File: config.mk
export PLATFORM = sky130hd
export DESIGN_NAME = lut_cfg_ctrl
export DESIGN_NICKNAME = d
export VERILOG_FILES = /design/src/rtl/lut_cfg_ctrl.sv
export SDC_FILE = /design/constraint.sdc
export NUM_CORES = 1
export LEC_CHECK = 0
export CAP_MARGIN = 10
export CORE_MARGIN = 8
export CORE_UTILIZATION = 40
export DETAILED_ROUTE_END_ITERATION = 10
export GPL_TIMING_DRIVEN = 0
export PLACE_DENSITY = 0.69
export SLEW_MARGIN = 20
export SYNTH_ARGS = -nofsm -noshare
export SYNTH_HDL_FRONTEND = slang
export SYNTH_SLANG_ARGS = --single-unit
File: constraint.sdc
create_clock -name clk -period 2.34 [get_ports clk]
set_clock_uncertainty 0.1 [all_clocks]
set_input_delay 0.351 -clock clk [delete_from_list [all_inputs] [get_ports clk]]
set_output_delay 0.351 -clock clk [all_outputs]
set_load 0.005 [all_outputs]
File: src/rtl/lut_cfg_ctrl.sv
// Serial truth-table loader for a 4-input mux-tree LUT: shadow load, atomic commit to the active table.
// Optional even-parity trailer bit on each load when LUT_CFG_PARITY_EN is defined.
//
// state | meaning
// IDLE  | waiting for cfg_start; table_out holds the committed table
// LOAD  | shifting serial bits into the shadow register
// ARMED | full table held in shadow, waiting for commit
module lut_cfg_ctrl #(
  parameter int SEL_W = 4,
  parameter int CNT_W = 5
) (
  input  logic                    clk,
  input  logic                    rst,
  input  logic                    cfg_start,
  input  logic                    cfg_bit,
  input  logic                    cfg_valid,
  input  logic                    commit,
  output logic [(2**SEL_W)-1:0]   table_out,
  output logic                    busy,
  output logic                    armed,
  output logic                    done,
  output logic                    err
);

  localparam int TBL_W = 2**SEL_W;
`ifdef LUT_CFG_PARITY_EN
  localparam int NBITS = TBL_W + 1;
`else
  localparam int NBITS = TBL_W;
`endif
  localparam logic [CNT_W-1:0] LAST = CNT_W'(NBITS - 1);

  typedef enum logic [1:0] {IDLE, LOAD, ARMED} state_t;

  state_t             state, state_nxt;
  logic [TBL_W-1:0]   shadow, shadow_nxt;
  logic [TBL_W-1:0]   table_nxt;
  logic [CNT_W-1:0]   cnt, cnt_nxt;
  logic               done_nxt, err_nxt;

  always_ff @(posedge clk or posedge rst) begin
    if (rst) begin
      state     <= IDLE;
      shadow    <= '0;
      table_out <= '0;
      cnt       <= '0;
      busy      <= 1'b0;
      armed     <= 1'b0;
      done      <= 1'b0;
      err       <= 1'b0;
    end else begin
      state     <= state_nxt;
      shadow    <= shadow_nxt;
      table_out <= table_nxt;
      cnt       <= cnt_nxt;
      busy      <= (state_nxt == LOAD);
      armed     <= (state_nxt == ARMED);
      done      <= done_nxt;
      err       <= err_nxt;
    end
  end

  always_comb begin
    state_nxt  = state;
    shadow_nxt = shadow;
    table_nxt  = table_out;
    cnt_nxt    = cnt;
    done_nxt   = 1'b0;
    err_nxt    = 1'b0;
    case (state)
      IDLE: begin
        if (cfg_start) begin
          state_nxt  = LOAD;
          cnt_nxt    = '0;
          shadow_nxt = '0;
        end
      end
      LOAD: begin
        if (cfg_start) begin
          // restart drops any bit presented in the same cycle
          cnt_nxt    = '0;
          shadow_nxt = '0;
          err_nxt    = 1'b1;
        end else begin
          if (commit) err_nxt = 1'b1;
          if (cfg_valid) begin
            cnt_nxt = cnt + CNT_W'(1);
`ifdef LUT_CFG_PARITY_EN
            if (cnt == LAST) begin
              // shadow is complete here, so parity is taken straight from it
              if ((^shadow) != cfg_bit) begin
                state_nxt  = IDLE;
                shadow_nxt = '0;
                err_nxt    = 1'b1;
              end else begin
                state_nxt = ARMED;
              end
            end else begin
              shadow_nxt = {shadow[TBL_W-2:0], cfg_bit};
            end
`else
            shadow_nxt = {shadow[TBL_W-2:0], cfg_bit};
            if (cnt == LAST) state_nxt = ARMED;
`endif
          end
        end
      end
      ARMED: begin
        if (commit) begin
          table_nxt = shadow;
          done_nxt  = 1'b1;
          state_nxt = IDLE;
        end else if (cfg_start) begin
          state_nxt  = LOAD;
          cnt_nxt    = '0;
          shadow_nxt = '0;
          err_nxt    = 1'b1;
        end
      end
      default: state_nxt = IDLE;
    endcase
  end

endmodule

==> impl_metrics.yaml <==
floorplanning:
  core_area_mm2: 0.00429
  ios: 26
  initial_core_util_pct: 40.8
  die_area_mm2: 0.00675
  die_h_um: 82.2
  num_rows: 24
  die_width_um: 82.2
synthesis:
  ys_ff_latch: 43
  synth_top_cells_by_area: "dfrtp_1, mux2_2, a22o_1"
  yosysTopAreaCell: "dfrtp_1"
  syn_area_mm2: 0.00175
  avgSynthCellArea_um2: 14.5
  synth.top_cell.area_share_pct: 61.4
  synthCells: 121
  synth_cell_type_count: 28
  synth_fp_nets: 133
  yosysSeqAreaShare_pct: 61.4
  synth_warnings: 0
clock_network:
  cts_sinks: 43
  cts_tree: "done"
  htreeDepth: 2
  numCtsBuffers: 5
  clk_pin_slew_ns: 0.07
  cts.hold.buffers_added: 0
  clk_latency_ns: 0.29
  cts_setup_buffers: 0
  root_buffer: "clkbuf_8"
  cts-resized-gates: 0
  clock_path_buffers: 2
finish:
  syn2layout_area_growth_pct: 24.2
  layout_commonest_cell: "dfrtp_1"
  multiInputGateArea_um2: 624
  layout_common_cells: "dfrtp_1, clkdlybuf4s50_1, a22o_1"
  antenna_cells: 0
  fin_cells: 207
  final_core_util_pct: 50.7
  seqCellArea_mm2: 0.00108
  nets: 166
  layout-drive-gt1-share_pct: 22.6
  fillers: 366
sta:
  setup_viol_count_final: 0
  min_period_over_period_pct: 91.2
  final-hold-violation-count: 0
  fmax_ghz: 0.469
  max-slew-margin-rel_pct: 66.3
  finalCriticalPeriod_ns: 2.13
  rsz0062_at_grt: "no"
  worstMarginPinSlew_ns: 0.504
  holdWs_ns: 0.307
  tns_ns: 0
  slew_violations: 0
critical_path:
  crit_arrival_ns: 2.21
  critPathKind: "reg -> reg"
  startpoint_type: "flop"
  required_ns: 2.42
  end_kind: "flop"
  cp_max_fo: 10
power:
  peakVddDrop_uv: 334
  power.density_mw_per_mm2: 703
  p_leak_nw: 1.07
  finalPower_mw: 1.53
detailed_routing:
  wire_per_inst_um: 15.4
  drc_errors: 0
  antenna_left: 0
  via_count: 1075
  routed_wl_um: 3190
  vias_per_cell: 5.19
  drtIter0Drc: 50
  firstDrtPassIters: 4
global_routing:
  overflow: 0
  grt_pass1_vias: 1194
  grt_usage_pct: 10.9
  grt_max_degree: 23
  antenna_found_initial: 0
  grt_pass1_wl_um: 5600
min_path:
  hp-class: "in -> async"
place:
  dp_cells: 199
  dp_hpwl_um: 2330
  gp_congestion: 0.773
  port_buffers: 25
job:
  cap_violations: 0
run_status:
  status: "finished, final reports clean"
==> cells by family (layout without fill, tap and decap cells) <==
group / Yosys count / in the layout / synth area share, %
fa+ha+maj: 6 / 6 / 4.29
flops: 43 / 43 / 61.4
buf+inv: 10 / 44 / 2.93
compound gates: 29 / 29 / 14.4
mux: 17 / 17 / 10.9
simple gates: 16 / 16 / 6.00
==> stage by stage <==
stage	setup WS, ns	area [um^2]
final	0.206	2180
after global routing	0.0463	2180
after CTS	0.187	2180
after detailed placement	0.164	2090
after global placement	0.0640	2070
after floorplan	0.458	1750
==> state kept, by name, summed over array words and instances (netlist names) <==
| signal | count |
|---|---|
| armed | 1 |
| busy | 1 |
| cnt | 5 |
| done | 1 |
| err | 1 |
| shadow | 16 |
| state | 2 |
| table_out | 16 |
==> cells in the mapped netlist <==
| master | count |
|---|---|
| nor2_1 | 4 |
| a211oi_4 | 1 |
| mux2_2 | 17 |
| a21oi_1 | 1 |
| o21ai_2 | 1 |
| dfrtp_1 | 43 |
| o22a_1 | 1 |
| a21o_1 | 1 |
| o31ai_1 | 1 |
| inv_1 | 5 |
| and3_1 | 1 |
| nand2b_1 | 2 |
| nand2_4 | 1 |
| o221a_2 | 1 |
| a31oi_1 | 1 |
| ha_1 | 6 |
| inv_4 | 1 |
| buf_6 | 1 |
| o21ai_0 | 2 |
| a32o_1 | 1 |
| buf_2 | 3 |
| and4_1 | 1 |
| nor3_1 | 1 |
| nor2b_1 | 2 |
| nor4_2 | 1 |
| nand2_1 | 1 |
| and3b_1 | 2 |
| a22o_1 | 18 |
==> area by class of cell <==
type	instances	share of cell area [%]
flip-flops and latches	43	49.5
repair buffers	26	12.8
multi-input cells	68	28.7
clock inverters	1	0.230
plain buffers	4	1.21
inverters	6	1.15
well taps	52	2.99
clock buffers	7	3.51
==> final timing paths <==
kind                                 end  depth (start not counted)       start  slack, ns
max reg2reg                    shadow[7]                          8    state[0]       0.21
min reg2reg                   shadow[15]                          1  shadow[15]       0.40
min in group clk              shadow[15]                          1  shadow[15]       0.40
min                        table_out[11]                          2         rst       0.31
max in group asynchronous      shadow[4]                          3         rst       1.35
max                            shadow[7]                          8    state[0]       0.21
==> worst max-delay path, stage by stage (launching register included) <==
cell and delay, ns:
dfrtp_1 0.49, inv_1 0.11, ha_1 0.25, nand2_4 0.16, inv_4 0.06, a211oi_4 0.28
o21ai_2 0.20, buf_6 0.19, a22o_1 0.18
==> metal layers <==
layer | share of wire [%] | global-route usage (%)
met1 | 45 | 13.4
met3 | 6.7 | 4.65
met2 | 47 | 16.5
met5 | 0 | 0
met4 | 1.4 | 4.21
==> power by group <==
part           total, mW  internal, mW  switching (mW)
sequential         0.817         0.782          0.0351
clock              0.434         0.209           0.225
combinational      0.279         0.123           0.156
total               1.53          1.11           0.416
Power figures use the tool's default switching activity.
